`config.mk`:
```
export PLATFORM = sky130hd
export DESIGN_NAME = cpu_checker_arbiter
export DESIGN_NICKNAME = d
export VERILOG_FILES = /design/src/rtl/cpu_checker_arbiter.sv
export SDC_FILE = /design/constraint.sdc
export NUM_CORES = 1
export LEC_CHECK = 0
export CORE_MARGIN = 3
export CORE_UTILIZATION = 42
export DETAILED_ROUTE_END_ITERATION = 10
export PLACE_DENSITY = 0.78
export SLEW_MARGIN = 40
export SYNTH_ARGS = -nofsm -noshare
export SYNTH_HDL_FRONTEND = slang
export SYNTH_SLANG_ARGS = --single-unit
```
`constraint.sdc`:
```
create_clock -name clk -period 2.1 [get_ports clk]
set_input_delay 0.315 -clock clk [delete_from_list [all_inputs] [get_ports clk]]
set_output_delay 0.315 -clock clk [all_outputs]
set_load 0.1 [all_outputs]
```
`src/rtl/cpu_checker_arbiter.sv`:
```
// Round-robin, per-message arbiter sharing one cpu_checker between two char-stream requesters.
// Forces a terminating '#' on runaway messages and flushes the rest of that message.
module cpu_checker_arbiter #(
  parameter int MAX_LEN = 48,
  parameter int CW      = $clog2(MAX_LEN + 1)
) (
  input  logic        clk,
  input  logic        reset,
  input  logic [7:0]  req0_char,
  input  logic        req0_valid,
  output logic        req0_ready,
  input  logic [15:0] req0_freq,
  input  logic [7:0]  req1_char,
  input  logic        req1_valid,
  output logic        req1_ready,
  input  logic [15:0] req1_freq,
  output logic [7:0]  chk_char,
  output logic [15:0] chk_freq,
  input  logic [1:0]  chk_format_type,
  input  logic [3:0]  chk_error_code,
  output logic        res_valid,
  output logic        res_src,
  output logic [1:0]  res_format_type,
  output logic [3:0]  res_error_code,
  output logic        res_timeout,
  output logic        busy
);

  typedef enum logic [2:0] {IDLE, STREAM, DRAIN, CAPTURE, FLUSH} state_t;

  localparam logic [7:0] HASH = 8'h23;

  state_t        state;
  logic          last_grant;
  logic          timeout_flag;
  logic [CW-1:0] count;

  logic          at_limit;
  logic          open;
  logic          cur_valid;
  logic [7:0]    cur_char;
  logic          accept;
  logic          next_grant;

  // last_grant doubles as the current owner once a message is in flight.
  assign cur_valid  = last_grant ? req1_valid : req0_valid;
  assign cur_char   = last_grant ? req1_char  : req0_char;
  assign at_limit   = (count == CW'(MAX_LEN));
  assign open       = ((state == STREAM) && !at_limit) || (state == FLUSH);
  assign req0_ready = open && !last_grant;
  assign req1_ready = open && last_grant;
  assign accept     = open && cur_valid;
  assign busy       = (state != IDLE);
  assign next_grant = (req0_valid && req1_valid) ? ~last_grant : req1_valid;

  always_ff @(posedge clk) begin
    if (reset) begin
      state           <= IDLE;
      chk_char        <= 8'h00;
      chk_freq        <= 16'h0000;
      res_valid       <= 1'b0;
      res_src         <= 1'b0;
      res_format_type <= 2'd0;
      res_error_code  <= 4'h0;
      res_timeout     <= 1'b0;
      last_grant      <= 1'b1;
      timeout_flag    <= 1'b0;
      count           <= '0;
    end else begin
      res_valid <= 1'b0;
      case (state)
        IDLE: begin
          chk_char <= 8'h00;
          if (req0_valid || req1_valid) begin
            last_grant   <= next_grant;
            chk_freq     <= next_grant ? req1_freq : req0_freq;
            count        <= '0;
            timeout_flag <= 1'b0;
            state        <= STREAM;
          end
        end
        STREAM: begin
          if (at_limit) begin
            chk_char     <= HASH;
            timeout_flag <= 1'b1;
            state        <= DRAIN;
          end else if (accept) begin
            chk_char <= cur_char;
            if (cur_char == HASH) state <= DRAIN;
            else                  count <= count + CW'(1);
          end else begin
            chk_char <= 8'h00;
          end
        end
        DRAIN: begin
          chk_char <= 8'h00;
          state    <= CAPTURE;
        end
        CAPTURE: begin
          // Checker outputs settled one edge after it consumed '#'.
          res_format_type <= chk_format_type;
          res_error_code  <= chk_error_code;
          res_src         <= last_grant;
          res_timeout     <= timeout_flag;
          res_valid       <= 1'b1;
          state           <= timeout_flag ? FLUSH : IDLE;
        end
        FLUSH: begin
          chk_char <= 8'h00;
          if (accept && (cur_char == HASH)) begin
            timeout_flag <= 1'b0;
            state        <= IDLE;
          end
        end
        default: state <= IDLE;
      endcase
    end
  end

endmodule

```
---- Yosys cells after proc, flatten, opt, wreduce, memory -nomap -nowiden ----
Index checks and enable logic that the tools add are counted.
operators by class
  add/sub/neg operators ................... 1
  equality and inequality tests ........... 14
  mux-type cells .......................... 24
  bitwise operators ....................... 1
  reduce and logical (&&, ||, !) cells .... 20
operator list
  kind                                                    count
  2-to-1 mux 6 bit                                        4
  2-to-1 mux 8 bit                                        3
  2-to-1 mux 3 bit                                        6
  2-to-1 mux 16 bit                                       1
  case mux 8 bit (2 select lines)                         1
  case mux 3 bit (5 select lines)                         1
  case mux 6 bit (2 select lines)                         1
  inequality test 2 bit (second input constant)           5
  equality test 8 x 6 -> 1 bit (second input constant)    1
  AND reduction 4 bit                                     2
  adder 6 x 1 -> 6 bit (second input constant)            1
  equality test 3 x 2 -> 1 bit (second input constant)    2
  equality test 6 bit (second input constant)             1
  logical AND 1 bit                                       6
  2-to-1 mux 1 bit                                        6
  nonzero test 3 bit                                      2
  AND reduction 5 bit                                     1
  nonzero test 2 bit                                      2
  equality test 3 x 1 -> 1 bit (second input constant)    1
  equality test 3 bit (second input constant)             1
  logical NOT 3 bit                                       1
  inequality test 3 x 2 -> 1 bit (second input constant)  1
  inequality test 3 bit (second input constant)           1
  case mux 1 bit (3 select lines)                         1
  other kinds (6)                                         8
storage, ports and cells
  register bits ........................... 44
  input port bits ......................... 58
  output and inout bits ................... 36
  word-level logic and storage cells ...... 71

---- Longest topological paths before layout ----
  depth after elaboration ................. 8
  gate-level depth with buffers ........... 8
  mapped depth without buffers ............ 7

---- Least setup slack after synthesis ----
No wires, ideal clock.
  path type ............................... flip-flop to output port
  start point ............................. reg state[0]
  end point ............................... out req0_ready
  arrival ................................. 2.453 ns
  required time ........................... 1.785 ns
  path slack .............................. -0.668 ns
  cell stages (with the launch flop) ...... 7
  path buffers ............................ 2
  cell sequence ........................... dfxtp_1 -> buf_6 -> nor2b_1 -> clkbuf_1 -> o21ai_0 -> a21oi_1 -> nor2b_1
between the ends
  longest elaborated chain between the ends .. 4
  elaborated cells between the ends (all ways) .. 5
  classes of those cells .................. eq/ne: 2; reduce/logical: 3
RTL lines
  element                       line  text
  start: declaration            33    state_t state;
  start signal: assignment      106   state <= timeout_flag ? FLUSH : IDLE;
  equality test 3 x 1 -> 1 bit  49    assign open = ((state == STREAM) && !at_limit) || (state == FLUSH);
  logical AND 1 bit             49
  logical OR 1 bit *            49
  logical AND 1 bit *           50    assign req0_ready = open && !last_grant;
  end: declaration              11    output logic req0_ready,
Mark *: on every way between the ends. The rest lies on a longest branch, timed or not.

---- Worst setup path after layout ----
  start point ............................. reg count[0]
  end point ............................... out req1_ready
between the ends
  longest elaborated chain between the ends .. 5
RTL lines
  element                   line  text
  start: declaration        36    logic [CW-1:0] count;
  start signal: assignment  90    else count <= count + CW'(1);
  equality test 6 bit       48    assign at_limit = (count == CW'(MAX_LEN));
  logical NOT 1 bit         49
  logical AND 1 bit         49
  logical OR 1 bit          49
  logical AND 1 bit         51    assign req1_ready = open && last_grant;
  end: declaration          15    output logic req1_ready,
Every way passes these cells.

==> flow_metrics.tcl <==
set metrics [dict create \
    run_status "completed" \
    cpMaxStageDelayCell "dfxtp_2" \
    cts_buffers 5 \
    min_period_over_period_pct 94.1 \
    switching_share_pct 41.2 \
    finalHoldViolCount 0 \
    cts_buffer_depth 2 \
    dp_hpwl_mm 4.31 \
    switchingPower_mw 1.04 \
    die_h_microns 77.2 \
    powerDensity_nw_per_um2 772 \
    post-route-min-period_ps 1980 \
    end_kind "output port" \
    grt_max_degree 34 \
    worstSetupStartpointType "flop" \
    power.internal_mw 1.49 \
    cts.sinks 44 \
    final_net_count 410 \
    irDropWorstVdd_uv 457 \
    setup_ws_ps 123 \
    antenna_cells 0 \
    htreeDepth 2 \
    power_mw 2.53 \
    crit_type "flop to output port" \
    synth_area_leader_cell "dfxtp_1" \
    io_buffers 93 \
    firstDrtPassIters 4 \
    drt_wl_total_mm 5.55 \
    cts-root-buf "clkbuf_8" \
    nFillCells 412 \
    num_rows 25 \
    clkPwrFrac_pct 19.9 \
    worst_ep_arrival_time_ps 1660 \
    core_sq_um 4820 \
    tns_ps 0 \
    hp-start "res_error_code[0]" \
    reg2reg_slack_ps 220 \
    drive_gt1_share_pct 21.7 \
    globalRouteMet1Util_pct 20.9 \
    tightest_slew_ps 513 \
    gr-usage-met2_pct 32.3 \
    global_route.peak_usage_layer "met2" \
    min_path_type "flop to flop" \
    avgSynthCellArea_sq_um 8.55 \
    startpoint "count[0]" \
    grt_pass1_vias 2035 \
    final_cell_mix "clkdlybuf4s50_1, buf_4, dfxtp_1" \
    ios 94 \
    use_met3_pct 7.75 \
    clkTransAtPathRegs_ps 80 \
    drcViolationCount 0 \
    rsz0062_at_grt "false" \
    fin_skew_ps 6.42 \
    dp_cells 406 \
    rr_startpoint "last_grant" \
    fp.dieW_microns 77.2 \
    syn_nets 309 \
    synthArstFlopShare_pct 0 \
    synth_seq_area_share_pct 41.4 \
    synth_top_cells_by_area "dfxtp_1, mux2i_1, nor2_1" \
    final_common_cell "clkdlybuf4s50_1" \
    timing.hold.ws_ps 452 \
    pre_cts_slack_ps 173 \
    ys_types 43 \
    gp_congestion 0.879 \
    netlist_area_sq_um 2130 \
    seqPwrFrac_pct 37.6 \
    slew_viol_final 0 \
    antenna_found_initial 0 \
    ys_ff_latch 44 \
    path_cells "inv_1 > ha_1 > nand4b_1 > o21ai_1 > a21oi_2 > and2_2 > buf_12" \
    grt_pass1_wl_mm 9.07 \
    initial_utilization_pct 44.2 \
    postRouteAntennaNets 0 \
    final-setup-viol-count 0 \
    required_ps 1780 \
    avgViaCountPerCell 5.14 \
    cap_violations 0 \
    drt_iter0_drc 69 \
    ctsHoldBuffers 0 \
    area_growth_pct 54.2 \
    fin_cells 417 \
    combPwrFrac_pct 42.5 \
    die_area_sq_um 5960 \
    grt-ovfl-total 0 \
    netlist_instances 249 \
    synth-edff-count 0 \
    wl_per_cell_microns 13.3 \
    path_max_fanout 3 \
    worst_slew_margin_rel_pct 64.8 \
    grt_usage_pct 18.4 \
    clock_latency_ps 290 \
    ys.flop_type "dfxtp_1" \
    leakage_nw 1.32 \
    fmax_mhz 506 \
    synth_top_area_share_pct 41.4 \
    yosys_warnings 0 \
    cts_tree "done" \
    slowest_delay_ps 330 \
    via_count 2142 \
]
[timing repair]
action	CTS	global route
pin swaps	1	1
setup endpoints to repair	2	2
gates resized for setup	3	2
setup buffers	1	3
[worst max-delay path: cells and delay by family, from the launching register on]
kind / cells / cell delay, ps
adders and majority gates: 1 / 140
DFF: 1 / 330
and+or+nand+nor: 2 / 380
buffers and inverters: 2 / 230
AOI/OAI and AO/OA: 2 / 290
[layout make-up]
type	instances	area (sq um)	area share, %
Multi-Input combinational cell	185	1170	35.6
Timing Repair Buffer	111	1050	32.0
Sequential cell	44	885	27.0
Tap cell	67	83.8	2.55
Clock buffer	5	68.8	2.10
Clock inverter	2	12.5	0.381
Inverter	3	11.3	0.343
[registers in the layout (all words and copies together) (netlist names)]
register         cells
chk_char             8
chk_freq            16
count                6
last_grant           1
res_error_code       4
res_format_type      2
res_src              1
res_timeout          1
res_valid            1
state                3
timeout_flag         1
[final timing paths]
path / to / cells after the start
setup reg to reg: chk_char[1] / 5
hold reg to reg: res_error_code[0] / 2
hold / removal: res_error_code[0] / 2
setup / recovery: req1_ready / 7
[cell usage after synthesis, types with 2 or more instances]
library cell / count
nor4b_1: 2
a31oi_1: 3
ha_1: 2
clkbuf_1: 8
a211oi_1: 17
o21ai_0: 7
o21ai_1: 2
a21oi_1: 26
nor2b_1: 2
nor4_1: 4
mux2i_1: 24
buf_2: 5
and3_1: 3
dfxtp_1: 44
nand2b_1: 3
nor2_1: 35
o211ai_1: 5
nand3_1: 12
nand2_1: 19
inv_1: 3
[power groups by stage]
stage / sequential (mW) / clock, mW / combinational (mW)
floorplan: 1.36 / 0 / 0.344
global placement: 0.968 / 0 / 1.06
detailed placement: 0.970 / 0 / 1.07
CTS: 0.952 / 0.511 / 1.07
global route: 0.961 / 0.554 / 1.14
finish: 0.952 / 0.504 / 1.08
[kinds of logic (layout without fill, tap and decap cells)]
kind of cell / count (synthesis) / count (layout) / share of synthesized area (%)
flip-flops: 44 / 44 / 41.4
multiplexers: 25 / 25 / 11.8
AND/OR/NAND/NOR: 89 / 89 / 20.3
XOR/XNOR: 1 / 1 / 0.412
buffers and inverters: 20 / 121 / 4.41
AO/OA/AOI/OAI: 68 / 68 / 20.5
adder cells (fa/ha/maj): 2 / 2 / 1.18
[through the flow]
| step | util, % | cell area [sq um] |
|---|---|---|
| after global placement | 65.7 | 3160 |
| after CTS | 67.6 | 3260 |
| after global routing | 68.1 | 3280 |
| after floorplan | - | 2140 |
| after detailed placement | 65.7 | 3160 |
| final | 68.1 | 3280 |
[metal layers]
layer	part of all wire, %	vias to the layer above	wire, microns
li1	-	1100	-
met1	42	955	2340
met2	47	83	2640
met3	10	4	553
met4	0.47	0	26
met5	0	-	0
Power figures use the tool's default switching activity.
